<file path="src/rtl/hora_pkg.sv">
// Shared definitions for the hora_editor time-edit stage: FSM encoding,
// cursor field indices, BCD limits and wrap-around BCD step helpers.
package hora_pkg;

   typedef enum logic [1:0] {
      ST_IDLE   = 2'd0,
      ST_EDIT   = 2'd1,
      ST_COMMIT = 2'd2
   } state_e;

   localparam logic [1:0] F_HOUR = 2'd0;
   localparam logic [1:0] F_MIN  = 2'd1;
   localparam logic [1:0] F_SEC  = 2'd2;

   localparam logic [7:0] HOUR_MAX   = 8'h23;
   localparam logic [7:0] MINSEC_MAX = 8'h59;

   // Values at or above max wrap to zero, so a corrupted field self-heals.
   function automatic logic [7:0] bcd_inc(input logic [7:0] v, input logic [7:0] max);
      logic [7:0] r;
      if (v >= max) begin
         r = 8'h00;
      end else if (v[3:0] >= 4'h9) begin
         r = {v[7:4] + 4'h1, 4'h0};
      end else begin
         r = {v[7:4], v[3:0] + 4'h1};
      end
      return r;
   endfunction

   function automatic logic [7:0] bcd_dec(input logic [7:0] v, input logic [7:0] max);
      logic [7:0] r;
      if ((v == 8'h00) || (v > max)) begin
         r = max;
      end else if (v[3:0] == 4'h0) begin
         r = {v[7:4] - 4'h1, 4'h9};
      end else begin
         r = {v[7:4], v[3:0] - 4'h1};
      end
      return r;
   endfunction

endpackage

</file>
<file path="src/rtl/hora_editor_btn_debounce.sv">
// Raw push-button conditioner: 2-flop synchronizer, stable-level debounce
// counter and a one-cycle pulse on the rising edge of the filtered level.
module btn_debounce #(
   parameter logic [15:0] CYCLES = 16'd50000
) (
   input  logic clk,
   input  logic reset,
   input  logic btn_raw,
   output logic press
);

   logic        sync1_q, sync2_q;
   logic        level_q, level_d;
   logic        press_q, press_d;
   logic [15:0] cnt_q, cnt_d;

   // Count consecutive samples that disagree with the accepted level.
   always_comb begin
      level_d = level_q;
      cnt_d   = 16'd0;
      if (sync2_q != level_q) begin
         if (cnt_q >= (CYCLES - 16'd1)) begin
            level_d = sync2_q;
            cnt_d   = 16'd0;
         end else begin
            cnt_d = cnt_q + 16'd1;
         end
      end else begin
         cnt_d = 16'd0;
      end
      press_d = level_d & ~level_q;
   end

   // Synchronizer, filter and pulse registers.
   always_ff @(posedge clk or posedge reset) begin
      if (reset) begin
         sync1_q <= 1'b0;
         sync2_q <= 1'b0;
         level_q <= 1'b0;
         cnt_q   <= 16'd0;
         press_q <= 1'b0;
      end else begin
         sync1_q <= btn_raw;
         sync2_q <= sync1_q;
         level_q <= level_d;
         cnt_q   <= cnt_d;
         press_q <= press_d;
      end
   end

   assign press = press_q;

endmodule

</file>
<file path="src/rtl/hora_editor.sv">
// Time register and user-edit stage: tracks the RTC in IDLE, applies debounced
// BCD edits in EDIT, hands the result to the RTC writer in COMMIT.
// Optional feature macro: EDIT_TIMEOUT_EN (abort an idle edit session).
module hora_editor
   import hora_pkg::*;
#(
   parameter logic [15:0] DEBOUNCE_CYCLES = 16'd50000
`ifdef EDIT_TIMEOUT_EN
   ,
   parameter logic [31:0] TIMEOUT_CYCLES  = 32'd500000000
`endif
) (
   input  logic       clk,
   input  logic       reset,
   input  logic       rtc_load,
   input  logic [7:0] rtc_hour,
   input  logic [7:0] rtc_min,
   input  logic [7:0] rtc_sec,
   input  logic       btn_prog,
   input  logic       btn_left,
   input  logic       btn_right,
   input  logic       btn_up,
   input  logic       btn_down,
   input  logic       write_ack,
   output logic [7:0] hour_in1,
   output logic [7:0] hour_in2,
   output logic [7:0] hour_in3,
   output logic       programar_on,
   output logic [3:0] direccion_actual_pantalla,
   output logic       okmaquina,
   output logic       write_req,
   output logic [7:0] wr_hour,
   output logic [7:0] wr_min,
   output logic [7:0] wr_sec
);

   logic p_prog, p_left, p_right, p_up, p_down;
   logic timeout_s;

   btn_debounce #(.CYCLES(DEBOUNCE_CYCLES)) u_db_prog  (.clk(clk), .reset(reset), .btn_raw(btn_prog),  .press(p_prog));
   btn_debounce #(.CYCLES(DEBOUNCE_CYCLES)) u_db_left  (.clk(clk), .reset(reset), .btn_raw(btn_left),  .press(p_left));
   btn_debounce #(.CYCLES(DEBOUNCE_CYCLES)) u_db_right (.clk(clk), .reset(reset), .btn_raw(btn_right), .press(p_right));
   btn_debounce #(.CYCLES(DEBOUNCE_CYCLES)) u_db_up    (.clk(clk), .reset(reset), .btn_raw(btn_up),    .press(p_up));
   btn_debounce #(.CYCLES(DEBOUNCE_CYCLES)) u_db_down  (.clk(clk), .reset(reset), .btn_raw(btn_down),  .press(p_down));

   state_e     state_q, state_d;
   logic [7:0] hour_q, hour_d, min_q, min_d, sec_q, sec_d;
   logic [7:0] wr_hour_q, wr_hour_d, wr_min_q, wr_min_d, wr_sec_q, wr_sec_d;
   logic [1:0] cursor_q, cursor_d;
   logic       ok_q, ok_d, prog_q, prog_d, req_q, req_d;

`ifdef EDIT_TIMEOUT_EN
   logic [31:0] to_cnt_q, to_cnt_d;
   logic        any_press_s;

   // Inactivity counter, only running while the user is editing.
   always_comb begin
      any_press_s = p_prog | p_left | p_right | p_up | p_down;
      if ((state_q == ST_EDIT) && !any_press_s) begin
         to_cnt_d = to_cnt_q + 32'd1;
      end else begin
         to_cnt_d = 32'd0;
      end
      timeout_s = (state_q == ST_EDIT) && (to_cnt_q >= (TIMEOUT_CYCLES - 32'd1));
   end

   // Inactivity counter register.
   always_ff @(posedge clk or posedge reset) begin
      if (reset) begin
         to_cnt_q <= 32'd0;
      end else begin
         to_cnt_q <= to_cnt_d;
      end
   end
`else
   assign timeout_s = 1'b0;
`endif

   // State register.
   always_ff @(posedge clk or posedge reset) begin
      if (reset) begin
         state_q <= ST_IDLE;
      end else begin
         state_q <= state_d;
      end
   end

   // Next-state logic.
   always_comb begin
      state_d = state_q;
      case (state_q)
         ST_IDLE:   state_d = p_prog ? ST_EDIT : ST_IDLE;
         ST_EDIT: begin
            if (p_prog) begin
               state_d = ST_COMMIT;
            end else if (timeout_s) begin
               state_d = ST_IDLE;
            end else begin
               state_d = ST_EDIT;
            end
         end
         ST_COMMIT: state_d = write_ack ? ST_IDLE : ST_COMMIT;
         default:   state_d = ST_IDLE;
      endcase
   end

   // Datapath and registered-output next values.
   always_comb begin
      logic [7:0] sel_s, max_s, new_s;
      hour_d    = hour_q;
      min_d     = min_q;
      sec_d     = sec_q;
      wr_hour_d = wr_hour_q;
      wr_min_d  = wr_min_q;
      wr_sec_d  = wr_sec_q;
      cursor_d  = cursor_q;
      ok_d      = ok_q;
      sel_s     = 8'h00;
      max_s     = MINSEC_MAX;
      new_s     = 8'h00;
      case (cursor_q)
         F_HOUR:  begin sel_s = hour_q; max_s = HOUR_MAX;   end
         F_MIN:   begin sel_s = min_q;  max_s = MINSEC_MAX; end
         F_SEC:   begin sel_s = sec_q;  max_s = MINSEC_MAX; end
         default: begin sel_s = 8'h00;  max_s = MINSEC_MAX; end
      endcase
      if (p_up && !p_down) begin
         new_s = bcd_inc(sel_s, max_s);
      end else if (p_down && !p_up) begin
         new_s = bcd_dec(sel_s, max_s);
      end else begin
         new_s = sel_s;
      end
      case (state_q)
         ST_IDLE: begin
            if (rtc_load) begin
               hour_d = rtc_hour;
               min_d  = rtc_min;
               sec_d  = rtc_sec;
               ok_d   = 1'b1;
            end else begin
               ok_d = ok_q;
            end
            if (p_prog) begin
               cursor_d = F_HOUR;
            end else begin
               cursor_d = cursor_q;
            end
         end
         ST_EDIT: begin
            // A commit press wins over simultaneous edits so wr_* match the display.
            if (p_prog) begin
               wr_hour_d = hour_q;
               wr_min_d  = min_q;
               wr_sec_d  = sec_q;
            end else begin
               case (cursor_q)
                  F_HOUR:  hour_d = new_s;
                  F_MIN:   min_d  = new_s;
                  F_SEC:   sec_d  = new_s;
                  default: hour_d = hour_q;
               endcase
               if (p_right && !p_left) begin
                  cursor_d = (cursor_q >= F_SEC) ? F_HOUR : cursor_q + 2'd1;
               end else if (p_left && !p_right) begin
                  cursor_d = (cursor_q == F_HOUR) ? F_SEC : cursor_q - 2'd1;
               end else begin
                  cursor_d = cursor_q;
               end
            end
         end
         ST_COMMIT: cursor_d = cursor_q;
         default:   cursor_d = F_HOUR;
      endcase
      prog_d = (state_d != ST_IDLE);
      req_d  = (state_d == ST_COMMIT);
   end

   // Time fields, write data and registered outputs.
   always_ff @(posedge clk or posedge reset) begin
      if (reset) begin
         hour_q    <= 8'h00;
         min_q     <= 8'h00;
         sec_q     <= 8'h00;
         wr_hour_q <= 8'h00;
         wr_min_q  <= 8'h00;
         wr_sec_q  <= 8'h00;
         cursor_q  <= F_HOUR;
         ok_q      <= 1'b0;
         prog_q    <= 1'b0;
         req_q     <= 1'b0;
      end else begin
         hour_q    <= hour_d;
         min_q     <= min_d;
         sec_q     <= sec_d;
         wr_hour_q <= wr_hour_d;
         wr_min_q  <= wr_min_d;
         wr_sec_q  <= wr_sec_d;
         cursor_q  <= cursor_d;
         ok_q      <= ok_d;
         prog_q    <= prog_d;
         req_q     <= req_d;
      end
   end

   assign hour_in1                  = hour_q;
   assign hour_in2                  = min_q;
   assign hour_in3                  = sec_q;
   assign programar_on              = prog_q;
   assign direccion_actual_pantalla = {2'b00, cursor_q};
   assign okmaquina                 = ok_q;
   assign write_req                 = req_q;
   assign wr_hour                   = wr_hour_q;
   assign wr_min                    = wr_min_q;
   assign wr_sec                    = wr_sec_q;

endmodule

</file>
<file path="config.mk">
export PLATFORM = sky130hd
export DESIGN_NAME = hora_editor
export DESIGN_NICKNAME = d
export VERILOG_FILES = /design/src/rtl/hora_pkg.sv /design/src/rtl/hora_editor_btn_debounce.sv /design/src/rtl/hora_editor.sv
export SDC_FILE = /design/constraint.sdc
export NUM_CORES = 1
export LEC_CHECK = 0
export ABC_CLOCK_PERIOD_IN_PS = 6200
export BUFFER_PORTS_ARGS = -buffer_cell sky130_fd_sc_hd__buf_2
export CAP_MARGIN = 0
export CORE_AREA = 2 2 168 170
export DETAILED_ROUTE_END_ITERATION = 10
export DIE_AREA = 0 0 170 172
export PLACE_DENSITY_LB_ADDON = 0.3
export SKIP_LAST_GASP = 1
export SYNTH_ARGS = -nofsm -noshare
export SYNTH_HDL_FRONTEND = slang
export SYNTH_SLANG_ARGS = --single-unit
</file>
<file path="constraint.sdc">
create_clock -name clk -period 6.2 [get_ports clk]
set_clock_uncertainty 0.15 [all_clocks]
set_input_delay 1.24 -clock clk [delete_from_list [all_inputs] [get_ports clk]]
set_output_delay 1.24 -clock clk [all_outputs]
set_load 0.05 [all_outputs]
</file>
==> run_results.csv, run 1 <==
group,metric,value,unit
run_status,status,"complete, no violations",
timing,setup_ws,2.02,ns
synthesis,synth.top_cell.area_share,0.495,
global_route,gr-total-overflow,0,
timing,fin_crit_sh,0.674,
synthesis,yosysSeqAreaShare,0.495,
synthesis,synth.distinct_cells,60,
setup_path,path_max_fanout,10,
floorplan,die_h,172,µm
min_path,hp-class,"flip-flop to flip-flop",
floorplan,io_pins,88,
global_route,grt_start_max_net_pins,113,
timing,slew_headroom,0.286,
setup_path,worstPathRequired,6.31,ns
clock_tree,cts_tree,"built",
setup_path,arrival,4.29,ns
timing,worst_pin_slew,1.07,ns
drt,via_count,6001,
layout,nNetsFinal,901,
clock_tree,cts.htree.levels,4,
synthesis,ys_seq_elements,155,
run,cap_violations,0,
global_route,grt_pass1_wl,32.4,mm
timing,min_period,4.18,ns
clock_tree,clk_latency,0.44,ns
synthesis,async_flop_share,1.00,
placed_design,dp_hpwl,13.2,mm
synthesis,netlist_instances,770,
global_route,antenna_found_initial,0,
timing,rsz0062_at_grt,"no",
timing,report.final.hold_viol_count,0,
clock_tree,cts.clk_slew.worst_paths,0.07,ns
synthesis,synthFlopType,"dfrtp_1",
setup_path,cp-end-kind,"flip-flop",
floorplan,fp.coreArea,0.0275,mm²
clock_tree,hold_buffers,0,
timing,finalSetupTns,0,ns
synthesis,synth_common_cells,"dfrtp_1 (155), nor2_1 (115), nand2_1 (53), xnor2_1 (41), and3_1 (35)",
setup_path,worst_setup_path_start_kind,"flip-flop",
timing,setup_viol,0,
synthesis,yosysMostFrequentCell,"dfrtp_1",
synthesis,synthTopCellsByArea,"dfrtp_1 (49%), nor2_1 (5.5%), xnor2_1 (4.6%), mux2_2 (4.2%), xor2_1 (3.5%)",
floorplan,die_w,170,µm
timing,fmax,239,MHz
clock_tree,cts_sinks,155,
floorplan,initial_core_util,0.285,
layout,syn2layout_area_growth,16.5,%
pwr,powerDensity,256,mW/mm²
floorplan,rows,61,
clock_tree,clockBufferDepth,2,
drt,routed_via_density,4.98,
clock_tree,cts_buffers,17,
layout,drive_above_1_share,0.205,
placed_design,place.gp.congestion,0.898,
drt,drt-wirelength-per-cell,16.1,µm
clock_tree,post-cts-setup-buffer-count,0,
synthesis,synth-edff-count,0,
drt,drt-initial-drc-count,419,
clock_tree,ctsResizeCount,0,
drt,drc_errors,0,
synthesis,synth.avg_cell_area,10.2,µm²
drt,wirelength,19.5,mm
layout,antennaDiodeCount,0,
drt,first_pass_iters,5,
layout,utilization,0.332,
global_route,grt_pass1_vias,5993,
clock_tree,root_buffer,"clkbuf_16",
timing,slew_violations,0,
synthesis,synthesis.area,0.00784,mm²
placed_design,port_buffers,85,
global_route,grt_use_total,0.141,
pwr,peakVddDrop,0.182,mV
synthesis,yosysWarnings,0,
setup_path,crit_type,"flip-flop to flip-flop",
drt,drtAntennaViolNets,0,
synthesis,yosysTopAreaCell,"dfrtp_1",
placed_design,dp_slack,2.13,ns
pwr,leakage,4.21,nW
floorplan,fp.dieArea,0.0292,mm²
worst max-delay path: stages, from the launching register on:
cell	delay [ns]
dfrtp_1	0.42
inv_1	0.09
ha_1	0.36
a222oi_1	0.75
nor2_1	0.26
ha_1	0.37
nand3_1	0.11
or3_1	0.41
o32a_2	0.29
a21oi_4	0.26
mux2i_1	0.40
a31oi_1	0.14
cell type report:
cell class / instances / area [µm²]
sequential: 155 / 3880
fill: 2817 / 18300
tap: 346 / 433
clock buffer: 17 / 425
timing repair buffer: 90 / 463
inverter: 12 / 50.0
multi-input combinational: 571 / 3720
clock inverter: 15 / 156
per-stage QoR:
stage          std cells  instance area, µm²  power [W]  hold slack, ns
2_1_floorplan        771                7840    0.00125           0.181
3_3_place_gp        1174                8550    0.00132           0.185
3_5_place_dp        1174                8550    0.00132           0.185
4_1_cts             1206                9130    0.00238           0.200
5_1_grt             1206                9130    0.00245           0.201
6_report            1206                9130    0.00234           0.200
layer usage:
metal,global-route usage,up-vias,part of all wire
li1,-,2876,-
met1,0.198,2919,0.48
met2,0.220,190,0.45
met3,0.0298,16,0.059
met4,0.0405,0,0.012
met5,0,-,0
cell usage in the layout, fill, tap and decap left out, drive strengths merged, types with 16 or more instances in the layout:
| master | netlist | routed |
|---|---|---|
| dfrtp | 155 | 155 |
| nor2 | 115 | 115 |
| buf | 10 | 90 |
| nand2 | 53 | 53 |
| xnor2 | 41 | 41 |
| and3 | 35 | 35 |
| a21oi | 33 | 33 |
| xor2 | 31 | 31 |
| mux2 | 29 | 29 |
| o21ai | 29 | 29 |
| nand3 | 28 | 28 |
| ha | 21 | 21 |
| inv | 12 | 20 |
| clkbuf | 23 | 17 |
| nor3 | 16 | 16 |
| or3 | 16 | 16 |
path summary, 6_finish.rpt:
check / depth (start not counted) / end / startpoint / slack [ns]
max: 11 / hour_in1[4]$_DFFE_PP0P_ / cursor_q[0]$_DFFE_PP0P_ / 2.02
min: 0 / u_db_up.sync2_q$_DFF_PP0_ / u_db_up.sync1_q$_DFF_PP0_ / 0.20
max reg2reg: 11 / hour_in1[4]$_DFFE_PP0P_ / cursor_q[0]$_DFFE_PP0P_ / 2.02
min reg2reg: 0 / u_db_up.sync2_q$_DFF_PP0_ / u_db_up.sync1_q$_DFF_PP0_ / 0.20
max in group asynchronous: 3 / u_db_down.cnt_q[5]$_DFF_PP0_ / reset / 3.82
min in group asynchronous: 2 / programar_on$_DFF_PP0_ / reset / 0.89
registers in the layout (all words and copies together) (netlist names), 2 cells and up:
register and count:
hour_in3 8, u_db_left.cnt_q 16, state_q 2, hour_in2 8
cursor_q 2, u_db_prog.cnt_q 16, hour_in1 8, wr_hour 8
wr_sec 8, u_db_up.cnt_q 16, u_db_right.cnt_q 16, wr_min 8
u_db_down.cnt_q 16
cell families (layout without fill, tap and decap cells):
logic type | after synthesis | after routing | share of synthesized area
buffers and inverters | 45 | 134 | 0.0308
AOI/OAI and AO/OA | 124 | 124 | 0.113
adders and majority gates | 21 | 21 | 0.0335
and+or+nand+nor | 316 | 316 | 0.196
other | 1 | 2 | 0.000478
xor gates and xnor gates | 72 | 72 | 0.0804
DFF | 155 | 155 | 0.495
muxes | 36 | 36 | 0.0506
power by group:
part	switching, W	leakage [nW]	internal (W)
logic	0.000165	1.87	0.0000670
clock network	0.000472	0.277	0.000569
registers	0.0000305	2.07	0.00104
total	0.000668	4.21	0.00167
Note: power is estimated with default switching activity, not from simulation.
==> inputs of run 2 (changes only) <==
- ABC_CLOCK_PERIOD_IN_PS: 6200 -> 3800
- clock period: 6.2 -> 3.8 ns (I/O delays scaled with it)
==> run 2 against run 1 <==
  * Clock power grew 67%
  * Total power grew 66%
  * Flip-flop and latch count is the same
  * Sequential power grew 63%
  * Critical path depth grew 2
  * Design area grew 2.4%
  * Combinational power grew 75%
  * Die area is the same
  * Largest cell class unchanged
==> run_results.csv, run 2 (synthesis gave the netlist of run 1 again) <==
group,metric,value,unit
layout,fin_cells,1227,
setup_path,path_max_fanout,6,
clock_tree,clk_latency,0.43,ns
floorplan,die_h,172,µm
global_route,grt_pass1_wl,32.0,mm
timing,report.final.hold_viol_count,0,
layout,syn2layout_area_growth,19.3,%
floorplan,io_pins,88,
placed_design,port_buffers,85,
drt,via_count,6064,
layout,final_cell_mix,"dfrtp_1 (153), nor2_1 (115), buf_2 (85)",
drt,routed_via_density,4.94,
setup_path,arrival,3.76,ns
global_route,grt_pass1_vias,5965,
layout,layout_commonest_cell,"dfrtp_1",
drt,wirelength,19.8,mm
clock_tree,cts_sinks,155,
placed_design,dp_hpwl,13.9,mm
drt,drt-initial-drc-count,515,
setup_path,worst_setup_path_start_kind,"flip-flop",
drt,drtAntennaViolNets,0,
global_route,gr-total-overflow,0,
timing,finalSetupTns,0,ns
drt,first_pass_iters,5,
floorplan,initial_core_util,0.285,
clock_tree,root_buffer,"clkbuf_16",
setup_path,reg2regPathDepth,13,
setup_path,cp-end-kind,"flip-flop",
floorplan,fp.coreArea,0.0275,mm²
drt,drc_errors,0,
run,cap_violations,0,
floorplan,die_w,170,µm
placed_design,place.gp.congestion,0.896,
timing,min_period,3.67,ns
drt,drt-wirelength-per-cell,16.1,µm
setup_path,reg2reg_slack,0.13,ns
clock_tree,cts_buffers,17,
timing,setup_ws,0.132,ns
global_route,grt_start_max_net_pins,61,
global_route,antenna_found_initial,1,
pwr,peakVddDrop,0.208,mV
floorplan,fp.dieArea,0.0292,mm²
run_status,status,"complete, no violations",
global_route,grt_use_total,0.141,
clock_tree,clockBufferDepth,2,
layout,nNetsFinal,922,
clock_tree,cts.htree.levels,4,
floorplan,rows,61,
pwr,powerDensity,416,mW/mm²
layout,fillCellCount,2803,
layout,antennaDiodeCount,0,
pwr,power,0.00389,W
pwr,leakage,4.32,nW
layout,drive_above_1_share,0.232,
timing,worst_pin_slew,1.05,ns
timing,slew_headroom,0.297,
clock_tree,cts_tree,"built",
clock_tree,cts.clk_slew.worst_paths,0.07,ns
timing,slew_violations,0,
timing,fmax,273,MHz
timing,fin_crit_sh,0.965,
min_path,hp-class,"primary input to async pin",
timing,setup_viol,0,
setup_path,worstPathRequired,3.89,ns
setup_path,crit_type,"flip-flop to flip-flop",
setup_path,r2r_end,"hour_in1[6]$_DFFE_PP0P_",
layout,utilization,0.340,
setup_path,r2r-start,"cursor_q[1]$_DFFE_PP0P_",
placed_design,dp_slack,0.130,ns
placed_design,dp.cells,1191,
==> run 2: cell count changes in the layout (fill, tap and decap cells not counted), moves of 2 or more <==
cell	delta
buf_4	+20
ha_1	-2
dfrtp_2	+2
mux2i_1	-2
dfrtp_1	-2
ha_2	+2
==> run 2: worst max-delay path: stages, from the launching register on <==
cell and delay (ns):
dfrtp_2 0.39, inv_1 0.07, ha_1 0.28, buf_4 0.20, a222oi_1 0.35, or2_2 0.22
inv_1 0.08, ha_1 0.31, inv_1 0.08, nor3_1 0.05, or4b_4 0.57, a21oi_4 0.30
mux2i_2 0.30, a31oi_1 0.12
==> run 2: how the worst max path moves through the flow <==
stage / endpoint / slack (ns) / startpoint / cells past startpoint
2_1_floorplan: hour_in1[0]$_DFFE_PP0P_ / 0.03 / cursor_q[0]$_DFFE_PP0P_ / 13
3_3_place_gp: hour_in1[4]$_DFFE_PP0P_ / 0.27 / cursor_q[0]$_DFFE_PP0P_ / 12
3_5_place_dp: hour_in1[6]$_DFFE_PP0P_ / 0.13 / cursor_q[0]$_DFFE_PP0P_ / 12
4_1_cts: hour_in1[6]$_DFFE_PP0P_ / 0.06 / cursor_q[0]$_DFFE_PP0P_ / 11
5_1_grt: hour_in1[6]$_DFFE_PP0P_ / -0.04 / cursor_q[1]$_DFFE_PP0P_ / 12
6_report: hour_in1[6]$_DFFE_PP0P_ / 0.13 / cursor_q[1]$_DFFE_PP0P_ / 13
==> run 2: area by class of cell <==
type / instances / area, µm² / share of cell area
Clock buffer: 17 / 425 / 0.0455
Clock inverter: 15 / 176 / 0.0189
Inverter: 12 / 48.8 / 0.00522
Multi-Input combinational cell: 571 / 3750 / 0.401
Sequential cell: 155 / 3880 / 0.415
Tap cell: 346 / 433 / 0.0463
Timing Repair Buffer: 111 / 633 / 0.0677
==> run 2: where the power goes <==
part           total (W)  internal [W]  switching [W]
clock            0.00174      0.000992       0.000750
combinational   0.000407      0.000128       0.000279
sequential       0.00174       0.00169      0.0000511
==> run 2: routing by layer <==
layer  part of all wire  vias to the layer above  track usage  wire length [µm]
met1               0.47                     2949        0.191              9360
met3              0.057                       20       0.0385              1130
met2               0.46                      174        0.221              9070
met4             0.0098                        2       0.0383               193
met5            0.00056                        -            0                11
li1                   -                     2919            -                 -
==> run 2: through the flow <==
step                hold WS [ns]  area, µm²
floorplan                  0.181       7850
global placement           0.183       8690
detailed placement         0.185       8690
CTS                        0.177       9290
global route               0.188       9350
finish                     0.172       9350
==> run 2: timing repair <==
item,CTS,global route
endpoints found under the setup margin,0,20
gates resized for setup,0,7
hold endpoints to repair,0,0
hold buffers,0,0
buffers inserted,0,4
==> inputs of run 3 (changes only) <==
- CORE_AREA: 2 2 168 170 -> 2 2 135 137
- DIE_AREA: 0 0 170 172 -> 0 0 137 139
- RECOVER_POWER: unset -> 25
==> run 3 against run 2 <==
  * The run now ends with capacitance limit left
  * First-iteration DRC count rose by 35%
  * Clock power rose by 5%
  * Fmax rose by 0.52%
  * Via count rose by 1.7%
  * Total power rose by 2.3%
  * Design area fell by 1.2%
  * Register-to-register slack improved by 0.02 ns
  * Critical path type unchanged
  * Largest cell class unchanged
==> run_results.csv, run 3 (synthesis gave the netlist of run 1 again) <==
group,metric,value,unit
timing,report.final.hold_viol_count,0,
clock_tree,hold_buffers,0,
setup_path,crit_family,"compound AO/OA/AOI/OAI gates",
run,cap_violations,1,
pwr,peakVddDrop,0.336,mV
timing,slew_violations,0,
min_path,hold_depth,0,
floorplan,fp.dieArea,0.0190,mm²
layout,syn2layout_area_growth,17.8,%
setup_path,reg2reg_slack,0.15,ns
setup_path,r2r-start,"cursor_q[0]$_DFFE_PP0P_",
min_path,hp-class,"flip-flop to flip-flop",
setup_path,cp.buffers_inverters,2,
drt,first_pass_iters,5,
clock_tree,clockBufferDepth,2,
setup_path,reg2regPathDepth,12,
pwr,switching_power,0.00101,W
clock_tree,cts_sinks,155,
pwr,pwr-share-comb,0.102,
pwr,switching_share,0.253,
pwr,powerDensity,431,mW/mm²
setup_path,r2r_end,"hour_in1[0]$_DFFE_PP0P_",
placed_design,dp_hpwl,13.2,mm
timing,slew_headroom,0.0192,
timing,worst_pin_slew,1.46,ns
global_route,grt_start_max_net_pins,65,
pwr,p_int,0.00297,W
clock_tree,cts_tree,"built",
layout,drive_above_1_share,0.228,
drt,drc_errors,0,
floorplan,initial_core_util,0.444,
pwr,seqPwrFrac,0.438,
clock_tree,cts.htree.levels,4,
floorplan,die_h,139,µm
layout,nNetsFinal,922,
floorplan,fp.coreArea,0.0177,mm²
floorplan,die_w,137,µm
setup_path,slowest_delay,0.61,ns
floorplan,io_pins,88,
drt,wirelength,19.2,mm
setup_path,critPathLaunch,"cursor_q[0]$_DFFE_PP0P_",
layout,layout_commonest_cell,"dfrtp_1",
setup_path,path_depth,12,
placed_design,place.gp.congestion,0.945,
setup_path,worst_setup_path_start_kind,"flip-flop",
layout,fillCellCount,1595,
timing,fin_crit_sh,0.960,
setup_path,cp-end-kind,"flip-flop",
global_route,antenna_found_initial,1,
global_route,grt_use_total,0.208,
drt,drtAntennaViolNets,0,
global_route,grt_pass1_wl,31.1,mm
timing,setup_viol,0,
run_status,violations,"capacitance limit",
clock_tree,cts_buffers,17,
drt,via_count,6167,
drt,drt-initial-drc-count,693,
timing,finalSetupTns,0,ns
drt,routed_via_density,5.55,
clock_tree,cts.clk_slew.worst_paths,0.07,ns
setup_path,worstPathRequired,3.94,ns
setup_path,path_max_fanout,9,
layout,final_cell_mix,"dfrtp_1 (153), nor2_1 (115), buf_2 (85)",
global_route,grt_pass1_vias,5957,
timing,fmax,274,MHz
setup_path,arrival,3.79,ns
setup_path,cp-endpoint,"hour_in1[0]$_DFFE_PP0P_",
pwr,power,0.00398,W
clock_tree,root_buffer,"clkbuf_16",
placed_design,port_buffers,85,
run_status,status,"complete, but fails checks",
pwr,leakage,4.34,nW
setup_path,critPathSlowestCell,"or4b_4",
setup_path,crit_chain,"inv_1 -> ha_1 -> a222oi_1 -> or2_2 -> inv_1 -> ha_1 -> nand3_1 -> nand2_1 -> or4b_4 -> a21o_2 -> o311ai_4 -> o21ai_1",
timing,hold_slack,0.197,ns
floorplan,rows,49,
global_route,gr-total-overflow,0,
layout,utilization,0.523,
clock_tree,clk_latency,0.43,ns
pwr,p_clk_frac,0.459,
drt,drt-wirelength-per-cell,17.3,µm
setup_path,crit_type,"flip-flop to flip-flop",
timing,min_period,3.65,ns
run 3: cell types whose count changed in the layout (fill, tap and decap cells not counted), sizes merged:
cell      delta
buf          -1
bufinv       +2
clkbuf       +6
clkinv       +2
clkinvlp     -1
diode        +1
inv          -8
run 3: area by class of cell:
| cell class | count | area (µm²) | area share |
|---|---|---|---|
| diodes | 1 | 2.50 | 0.000271 |
| clock buffers | 22 | 474 | 0.0514 |
| multi-input cells | 571 | 3750 | 0.406 |
| clock inverters | 10 | 164 | 0.0178 |
| repair buffers | 111 | 631 | 0.0683 |
| well taps | 229 | 287 | 0.0310 |
| flip-flops and latches | 155 | 3880 | 0.420 |
| inverters | 12 | 46.3 | 0.00501 |
run 3: worst min path at each step:
stage	slack (ns)	from	end
3_5_place_dp	0.19	u_db_down.sync1_q$_DFF_PP0_	u_db_down.sync2_q$_DFF_PP0_
3_3_place_gp	0.18	u_db_down.sync1_q$_DFF_PP0_	u_db_down.sync2_q$_DFF_PP0_
6_report	0.20	u_db_right.sync1_q$_DFF_PP0_	u_db_right.sync2_q$_DFF_PP0_
4_1_cts	0.20	u_db_right.sync1_q$_DFF_PP0_	u_db_right.sync2_q$_DFF_PP0_
5_1_grt	0.21	u_db_right.sync1_q$_DFF_PP0_	u_db_right.sync2_q$_DFF_PP0_
2_1_floorplan	0.18	u_db_down.sync1_q$_DFF_PP0_	u_db_down.sync2_q$_DFF_PP0_
run 3: timing repair:
action / CTS / global route
resized for setup: 0 / 7
buffers inserted: 0 / 2
endpoints found under the hold margin: 0 / 0
setup endpoints to repair: 0 / 20
run 3: layer usage:
| layer | GRT usage | share of wire | vias up |
|---|---|---|---|
| met5 | 0 | 0 | - |
| met4 | 0.0825 | 0.023 | 0 |
| met3 | 0.0420 | 0.066 | 33 |
| met2 | 0.319 | 0.46 | 213 |
| met1 | 0.290 | 0.45 | 3009 |
| li1 | - | - | 2912 |
run 3: power by group through the flow:
stage | combinational, W | sequential [W] | clock [W]
6_report | 0.000408 | 0.00174 | 0.00183
5_1_grt | 0.000445 | 0.00175 | 0.00194
4_1_cts | 0.000405 | 0.00174 | 0.00186
3_5_place_dp | 0.000401 | 0.00177 | 0
3_3_place_gp | 0.000398 | 0.00177 | 0
2_1_floorplan | 0.000199 | 0.00184 | 0
run 3: through the flow:
step           area [µm²]  instances  setup slack [ns]
6_report             9230       1111             0.151
5_1_grt              9230       1110           -0.0641
4_1_cts              9210       1108             0.151
3_5_place_dp         8570       1076             0.191
3_3_place_gp         8570       1076             0.304
2_1_floorplan        7850        771            0.0301
